--- config.mk ---
export PLATFORM = sky130hd
export DESIGN_NAME = dbg_trace_arbiter
export DESIGN_NICKNAME = d
export VERILOG_FILES = /design/src/rtl/dbg_trace_pkg.sv /design/src/rtl/dbg_trace_fifo.sv /design/src/rtl/dbg_trace_arbiter.sv
export SDC_FILE = /design/constraint.sdc
export NUM_CORES = 2
export LEC_CHECK = 0
export ABC_CLOCK_PERIOD_IN_PS = 7600
export CORE_AREA = 2 2 505 608
export CTS_BUF_LIST = sky130_fd_sc_hd__clkbuf_16
export DETAILED_ROUTE_END_ITERATION = 16
export DIE_AREA = 0 0 507 610
export SYNTH_ARGS = -nofsm -noshare
export SYNTH_HDL_FRONTEND = slang
export SYNTH_SLANG_ARGS = --single-unit
--- constraint.sdc ---
create_clock -name clock -period 7.6 [get_ports clock]
set_input_delay 1.52 -clock clock [delete_from_list [all_inputs] [get_ports clock]]
set_output_delay 1.52 -clock clock [all_outputs]
set_load 0.01 [all_outputs]
--- src/rtl/dbg_trace_pkg.sv ---
// Shared types for the debug trace arbiter: record layout and the round-robin pick helper.
package dbg_trace_pkg;

   localparam int REC_W = 136;

   typedef struct packed {
      logic        fetch_req;
      logic [31:0] fetch_addr;
      logic        fetch_ack;
      logic [31:0] fetch_rddata;
      logic        reg_wren;
      logic [4:0]  reg_wraddr;
      logic [63:0] reg_wrdata;
   } dbg_rec_t;

   typedef struct packed {
      logic       gnt;
      logic [1:0] id;
   } rr_res_t;

   // Bits at or above NHARTS are never set, so a modulo-4 walk visits harts in modulo-NHARTS order.
   function automatic rr_res_t rr_pick(input logic [3:0] nonempty, input logic [1:0] last);
      rr_res_t    res;
      logic [1:0] idx;
      res.gnt = 1'b0;
      res.id  = 2'd0;
      for (int i = 1; i <= 4; i++) begin
         idx = last + 2'(i);
         if (!res.gnt && nonempty[idx]) begin
            res.gnt = 1'b1;
            res.id  = idx;
         end
      end
      return res;
   endfunction

endpackage

--- src/rtl/dbg_trace_fifo.sv ---
// Per-hart record FIFO with a combinational head; a push into a full FIFO is accepted only alongside a pop.
module dbg_trace_fifo
   import dbg_trace_pkg::*;
#(
   parameter int WIDTH = REC_W,
   parameter int DEPTH = 4
) (
   input  logic             clock,
   input  logic             reset,
   input  logic             push,
   input  logic             pop,
   input  logic [WIDTH-1:0] wdata,
   output logic [WIDTH-1:0] rdata,
   output logic             empty,
   output logic             full
);

   localparam int AW = $clog2(DEPTH);

   logic [AW:0]      wr_ptr_r;
   logic [AW:0]      rd_ptr_r;
   logic [WIDTH-1:0] mem_r [DEPTH];
   logic             wr_en_s;
   logic             rd_en_s;

   assign empty   = (wr_ptr_r == rd_ptr_r);
   assign full    = (wr_ptr_r[AW] != rd_ptr_r[AW]) && (wr_ptr_r[AW-1:0] == rd_ptr_r[AW-1:0]);
   assign rd_en_s = pop & ~empty;
   assign wr_en_s = push & (~full | rd_en_s);
   assign rdata   = mem_r[rd_ptr_r[AW-1:0]];

   // Pointer update; the extra MSB distinguishes full from empty.
   always_ff @(posedge clock) begin
      if (reset) begin
         wr_ptr_r <= (AW+1)'(0);
         rd_ptr_r <= (AW+1)'(0);
      end else begin
         if (wr_en_s) begin
            wr_ptr_r <= wr_ptr_r + (AW+1)'(1);
         end
         if (rd_en_s) begin
            rd_ptr_r <= rd_ptr_r + (AW+1)'(1);
         end
      end
   end

   // Storage write.
   always_ff @(posedge clock) begin
      if (wr_en_s) begin
         mem_r[wr_ptr_r[AW-1:0]] <= wdata;
      end
   end

endmodule

--- src/rtl/dbg_trace_arbiter.sv ---
// Merges per-hart trace records into one registered record per cycle, round-robin across harts.
// Optional DBG_TRACE_DROP_CNT_EN builds a saturating count of records dropped on full FIFOs.
module dbg_trace_arbiter
   import dbg_trace_pkg::*;
#(
   parameter int NHARTS = 4,
   parameter int DEPTH  = 4
) (
   input  logic                    clock,
   input  logic                    reset,
   input  logic [NHARTS-1:0]       in_valid,
   input  logic [NHARTS*REC_W-1:0] in_rec,
   output logic                    dbg_valid,
   output logic [1:0]              dbg_hart_id,
   output logic                    dbg_inst_fetch_req,
   output logic [31:0]             dbg_inst_fetch_addr,
   output logic                    dbg_inst_fetch_ack,
   output logic [31:0]             dbg_inst_fetch_rddata,
   output logic                    dbg_reg_wren,
   output logic [4:0]              dbg_reg_wraddr,
   output logic [63:0]             dbg_reg_wrdata,
   output logic [15:0]             drop_cnt
);

   logic [3:0] nonempty_s;
   logic [3:0] full_s;
   logic [3:0] push_s;
   logic [3:0] pop_s;
   dbg_rec_t   head_s [4];
   rr_res_t    pick_s;

   logic       valid_r;
   logic [1:0] hart_r;
   logic [1:0] rr_last_r;
   dbg_rec_t   rec_r;

   for (genvar h = 0; h < 4; h++) begin : g_hart
      if (h < NHARTS) begin : g_fifo
         logic empty_s;
         dbg_trace_fifo #(.WIDTH(REC_W), .DEPTH(DEPTH)) u_fifo (
            .clock (clock),
            .reset (reset),
            .push  (push_s[h]),
            .pop   (pop_s[h]),
            .wdata (in_rec[h*REC_W +: REC_W]),
            .rdata (head_s[h]),
            .empty (empty_s),
            .full  (full_s[h])
         );
         assign nonempty_s[h] = ~empty_s;
         assign push_s[h]     = in_valid[h] & (~full_s[h] | pop_s[h]);
      end else begin : g_tie
         assign nonempty_s[h] = 1'b0;
         assign full_s[h]     = 1'b0;
         assign push_s[h]     = 1'b0;
         assign head_s[h]     = '0;
      end
   end

   assign pick_s = rr_pick(nonempty_s, rr_last_r);

   // One-hot pop of the granted hart.
   always_comb begin
      pop_s = 4'b0000;
      if (pick_s.gnt) begin
         pop_s[pick_s.id] = 1'b1;
      end else begin
         pop_s = 4'b0000;
      end
   end

   // Output record register and round-robin pointer; fields hold when nothing is granted.
   always_ff @(posedge clock) begin
      if (reset) begin
         valid_r   <= 1'b0;
         hart_r    <= 2'd0;
         rec_r     <= '0;
         rr_last_r <= 2'(NHARTS - 1);
      end else begin
         valid_r <= pick_s.gnt;
         if (pick_s.gnt) begin
            hart_r    <= pick_s.id;
            rec_r     <= head_s[pick_s.id];
            rr_last_r <= pick_s.id;
         end
      end
   end

   assign dbg_valid             = valid_r;
   assign dbg_hart_id           = hart_r;
   assign dbg_inst_fetch_req    = rec_r.fetch_req;
   assign dbg_inst_fetch_addr   = rec_r.fetch_addr;
   assign dbg_inst_fetch_ack    = rec_r.fetch_ack;
   assign dbg_inst_fetch_rddata = rec_r.fetch_rddata;
   assign dbg_reg_wren          = rec_r.reg_wren;
   assign dbg_reg_wraddr        = rec_r.reg_wraddr;
   assign dbg_reg_wrdata        = rec_r.reg_wrdata;

`ifdef DBG_TRACE_DROP_CNT_EN
   logic [2:0]  drop_num_s;
   logic [16:0] drop_sum_s;
   logic [15:0] drop_cnt_r;

   // A record is dropped when offered but not pushed.
   always_comb begin
      drop_num_s = 3'd0;
      for (int h = 0; h < NHARTS; h++) begin
         drop_num_s = drop_num_s + {2'b00, in_valid[h] & ~push_s[h]};
      end
      drop_sum_s = {1'b0, drop_cnt_r} + {14'd0, drop_num_s};
   end

   // Saturating drop counter.
   always_ff @(posedge clock) begin
      if (reset) begin
         drop_cnt_r <= 16'h0000;
      end else begin
         drop_cnt_r <= drop_sum_s[16] ? 16'hFFFF : drop_sum_s[15:0];
      end
   end

   assign drop_cnt = drop_cnt_r;
`else
   assign drop_cnt = 16'h0000;
`endif

endmodule

==> key figures <==
Cells and area
  • Filler Cells Inserted: 27,800
  • Layout area overhead: 21.81%
  • Nets: 5,578
  • Share of layout cells above drive strength 1: 20.43%
  • Cell area after layout: 110,400 sq um

Global routing
  • Total gr overflow: 0
  • Met2 Use GR: 27.40%
  • Largest net degree at the start of global routing: 158
  • First-pass GRT wire length: 366,300 um
  • Busiest grt layer: met2
  • Overall routing resource usage: 16.68%
  • GRT met3 Usage: 5.931%
  • Initial antenna violation count: 216
  • GRT met1 Usage: 20.54%
  • Number of global-route vias before repair: 46,890

Pwr
  • Total chip power: 47.68 mW
  • Maximum vdd ir drop: 788.5 uV
  • Power density over cell area: 431.8 nW/um^2
  • Leak pwr: 34.98 nW

Critical path
  • Critical Path AT: 5.82 ns
  • CP peak stage delay: 0.76 ns
  • Slowest library cell on the worst path: a22oi_2
  • Cell chain of the critical path: xnor2_1, nand3b_2, a22oi_2, buf_12, nand2_8, o31ai_4, buf_4, buf_4
  • WS Path Type: reg2reg
  • Critical path required time: 8.08 ns
  • Buf+Inv Stages, Crit Path: 3
  • Startpoint Class: flip-flop
  • CP dominant cell by count: buf_4
  • CP Capture Type: flip-flop
  • Crit-path max FO: 129
  • Top Family by Delay on Critical Path: buffers and inverters

Logic synthesis
  • Synthesized cell area: 90,640 sq um
  • Area share of the largest cell type after synthesis: 72.09%
  • Post-synth EDFFs: 2,176
  • Post-synth top cells: 2,176 x edfxtp_1, 544 x mux4_2, 173 x dfxtp_1, 167 x clkbuf_1, 138 x mux2i_1
  • Ys Warns: 0
  • Top post-synthesis cells by area: edfxtp_1 72%, mux4_2 14%, dfxtp_1 3.8%
  • Post-synth ARST share: 0%
  • Netlist cell types: 56
  • Cell count after synthesis: 4,276
  • Sequential area share after synthesis: 75.91%
  • Seq cells post-synth: 2,349
  • Syn avg cell area: 21.20 sq um
  • Most common cell in the netlist: edfxtp_1
  • Area leader, netlist: edfxtp_1
  • Most used DFF post-synth: edfxtp_1

Floorplan
  • Die area: 309,300 sq um
  • Initial core utilization: 29.88%
  • Row cnt: 222
  • Die Width: 507 um
  • Core Footprint: 303,300 sq um
  • Die height: 610 um
  • Num ports: 705

Place
  • RD Place Congestion: 0.7524
  • DP HPWL: 172,200 um
  • I/O Buffers: 688
  • Placed inst area: 102,200 sq um

CTS
  • Setup Buffers After CTS: 0
  • Cts hold-fix bufs: 0
  • Worst skew pair latency: 0.91 ns
  • TritonCTS Sinks: 2,349
  • H-tree depth: 4
  • CTS tree: yes
  • Clock buffer depth: 4
  • Clk slew on worst S/H paths: 0.06 ns
  • TritonCTS Buffers: 249
  • Post_cts resized: 0
  • CTS Root Cell: clkbuf_16

Timing
  • RSZ-0062 raised after global routing: false
  • Max Clk Rate: 187.0 MHz
  • Worst hold slack: 0.4617 ns
  • Final Skew: 0.07163 ns
  • Period utilisation layout: 70.36%
  • Setup violators final: 0
  • Slew HR: 6.806%
  • Worst Tran Pin Value: 1.398 ns
  • Crit path time final: 5.347 ns
  • Slew Limit Fails: 0
  • Setup TNS: 0 ns
  • Final Hold Fails: 0

Drt
  • Drt pass-1 iters: 5
  • Initial DRC count: 4,507
  • DRC viols: 0
  • DR vias: 46,440
  • DR WL/cell: 28.35 um
  • DR vias/cell: 4.987
  • Final antenna-violating net count: 0
  • WL final: 264,000 um

Worst hold path
  • HP Class: reg2reg

Run
  • Max_cap viols: 0

Run status
  • Status: finished clean
[power breakdown]
part / internal (mW) / switching (mW) / total, mW
Clock: 6.95 / 5.07 / 12.0
Combinational: 6.36 / 10.2 / 16.5
Sequential: 18.0 / 1.17 / 19.1
[final cells by class]
type | instances | area (sq um) | share of cell area [%]
sequential | 2349 | 68840 | 62.35
multi-input combinational | 1637 | 20590 | 18.65
timing repair buffer | 761 | 7640 | 6.920
clock buffer | 249 | 6231 | 5.643
tap | 4032 | 5045 | 4.569
clock inverter | 216 | 1883 | 1.706
antenna | 58 | 145.1 | 0.1315
inverter | 10 | 37.54 | 0.03400
[state kept, by name (all words and copies together) (netlist names), named ones only]
| signal | count |
|---|---|
| dbg_inst_fetch_rddata | 32 |
| g_hart.g_fifo.u_fifo.mem_r | 2176 |
| dbg_hart_id | 2 |
| g_hart.g_fifo.u_fifo.wr_ptr_r | 12 |
| dbg_inst_fetch_req | 1 |
| g_hart.g_fifo.u_fifo.rd_ptr_r | 12 |
| dbg_reg_wren | 1 |
| dbg_inst_fetch_ack | 1 |
| rr_last_r | 2 |
| dbg_reg_wrdata | 64 |
| dbg_reg_wraddr | 5 |
| dbg_inst_fetch_addr | 32 |
| dbg_valid | 1 |
[worst min-delay path, stage by stage, from the launching register on]
cell     delay [ns]
dfxtp_1        0.31
nand2_1        0.05
a21oi_1        0.05
[final timing paths]
kind	slack (ns)	from	endpoint	cells past startpoint
worst max-delay path	2.25	g_hart[1].g_fifo.u_fifo.wr_ptr_r[0]$_SDFFE_PP0P_	g_hart[3].g_fifo.u_fifo.mem_r[3][92]$_DFFE_PP_	8
worst min-delay path	0.46	dbg_hart_id[1]$_SDFFE_PP0N_	dbg_hart_id[1]$_SDFFE_PP0N_	2
worst max register to register	2.25	g_hart[1].g_fifo.u_fifo.wr_ptr_r[0]$_SDFFE_PP0P_	g_hart[3].g_fifo.u_fifo.mem_r[3][92]$_DFFE_PP_	8
worst min register to register	0.46	dbg_hart_id[1]$_SDFFE_PP0N_	dbg_hart_id[1]$_SDFFE_PP0N_	2
[per-stage QoR]
step           instances  util, %  setup slack, ns
2_1_floorplan       4291        -            2.046
3_3_place_gp        8789    33.68            2.331
3_5_place_dp        8789    33.68            2.272
4_1_cts             9254    36.35            2.235
5_1_grt             9278    36.37            2.002
6_report            9312    36.40            2.253
[layer usage]
metal  routed length, um  vias to the layer above  part of all wire (%)
li1                    -                    19560                     -
met1              101500                    24340                    38
met2              130000                     1804                    49
met3               25090                      576                   9.5
met4                6483                      168                   2.5
met5                 980                        -                  0.37
[placed cells by master, fill, tap and decap left out, types with 12 or more instances in the layout]
cell and instances:
nand3_1 83, conb_1 16, o221ai_1 96, nor2_1 20, dfxtp_1 165, a211oi_1 69, mux4_2 544, and2_4 12
nand2_1 14, mux2i_1 138, and3_1 69, o221ai_2 40, clkinv_2 59, buf_4 57, nand3b_1 136, nor2b_1 77
clkbuf_16 249, a21o_1 69, a21oi_1 85, edfxtp_1 2176, diode_2 58, inv_1 57, buf_12 16, clkinv_1 53
ha_1 20, o21ai_0 79, clkdlybuf4s50_1 687, bufinv_16 29
[logic make-up after synthesis]
family | count (synthesis) | share of synthesized area, %
buffers and inverters | 305 | 1.536
AO/OA/AOI/OAI | 458 | 3.933
flip-flops | 2349 | 75.91
multiplexers | 693 | 15.18
AND/OR/NAND/NOR | 438 | 3.047
adder cells (fa/ha/maj) | 20 | 0.2761
XOR/XNOR | 12 | 0.1160
other | 1 | 0.004137
(Power assumes the default switching activity.)
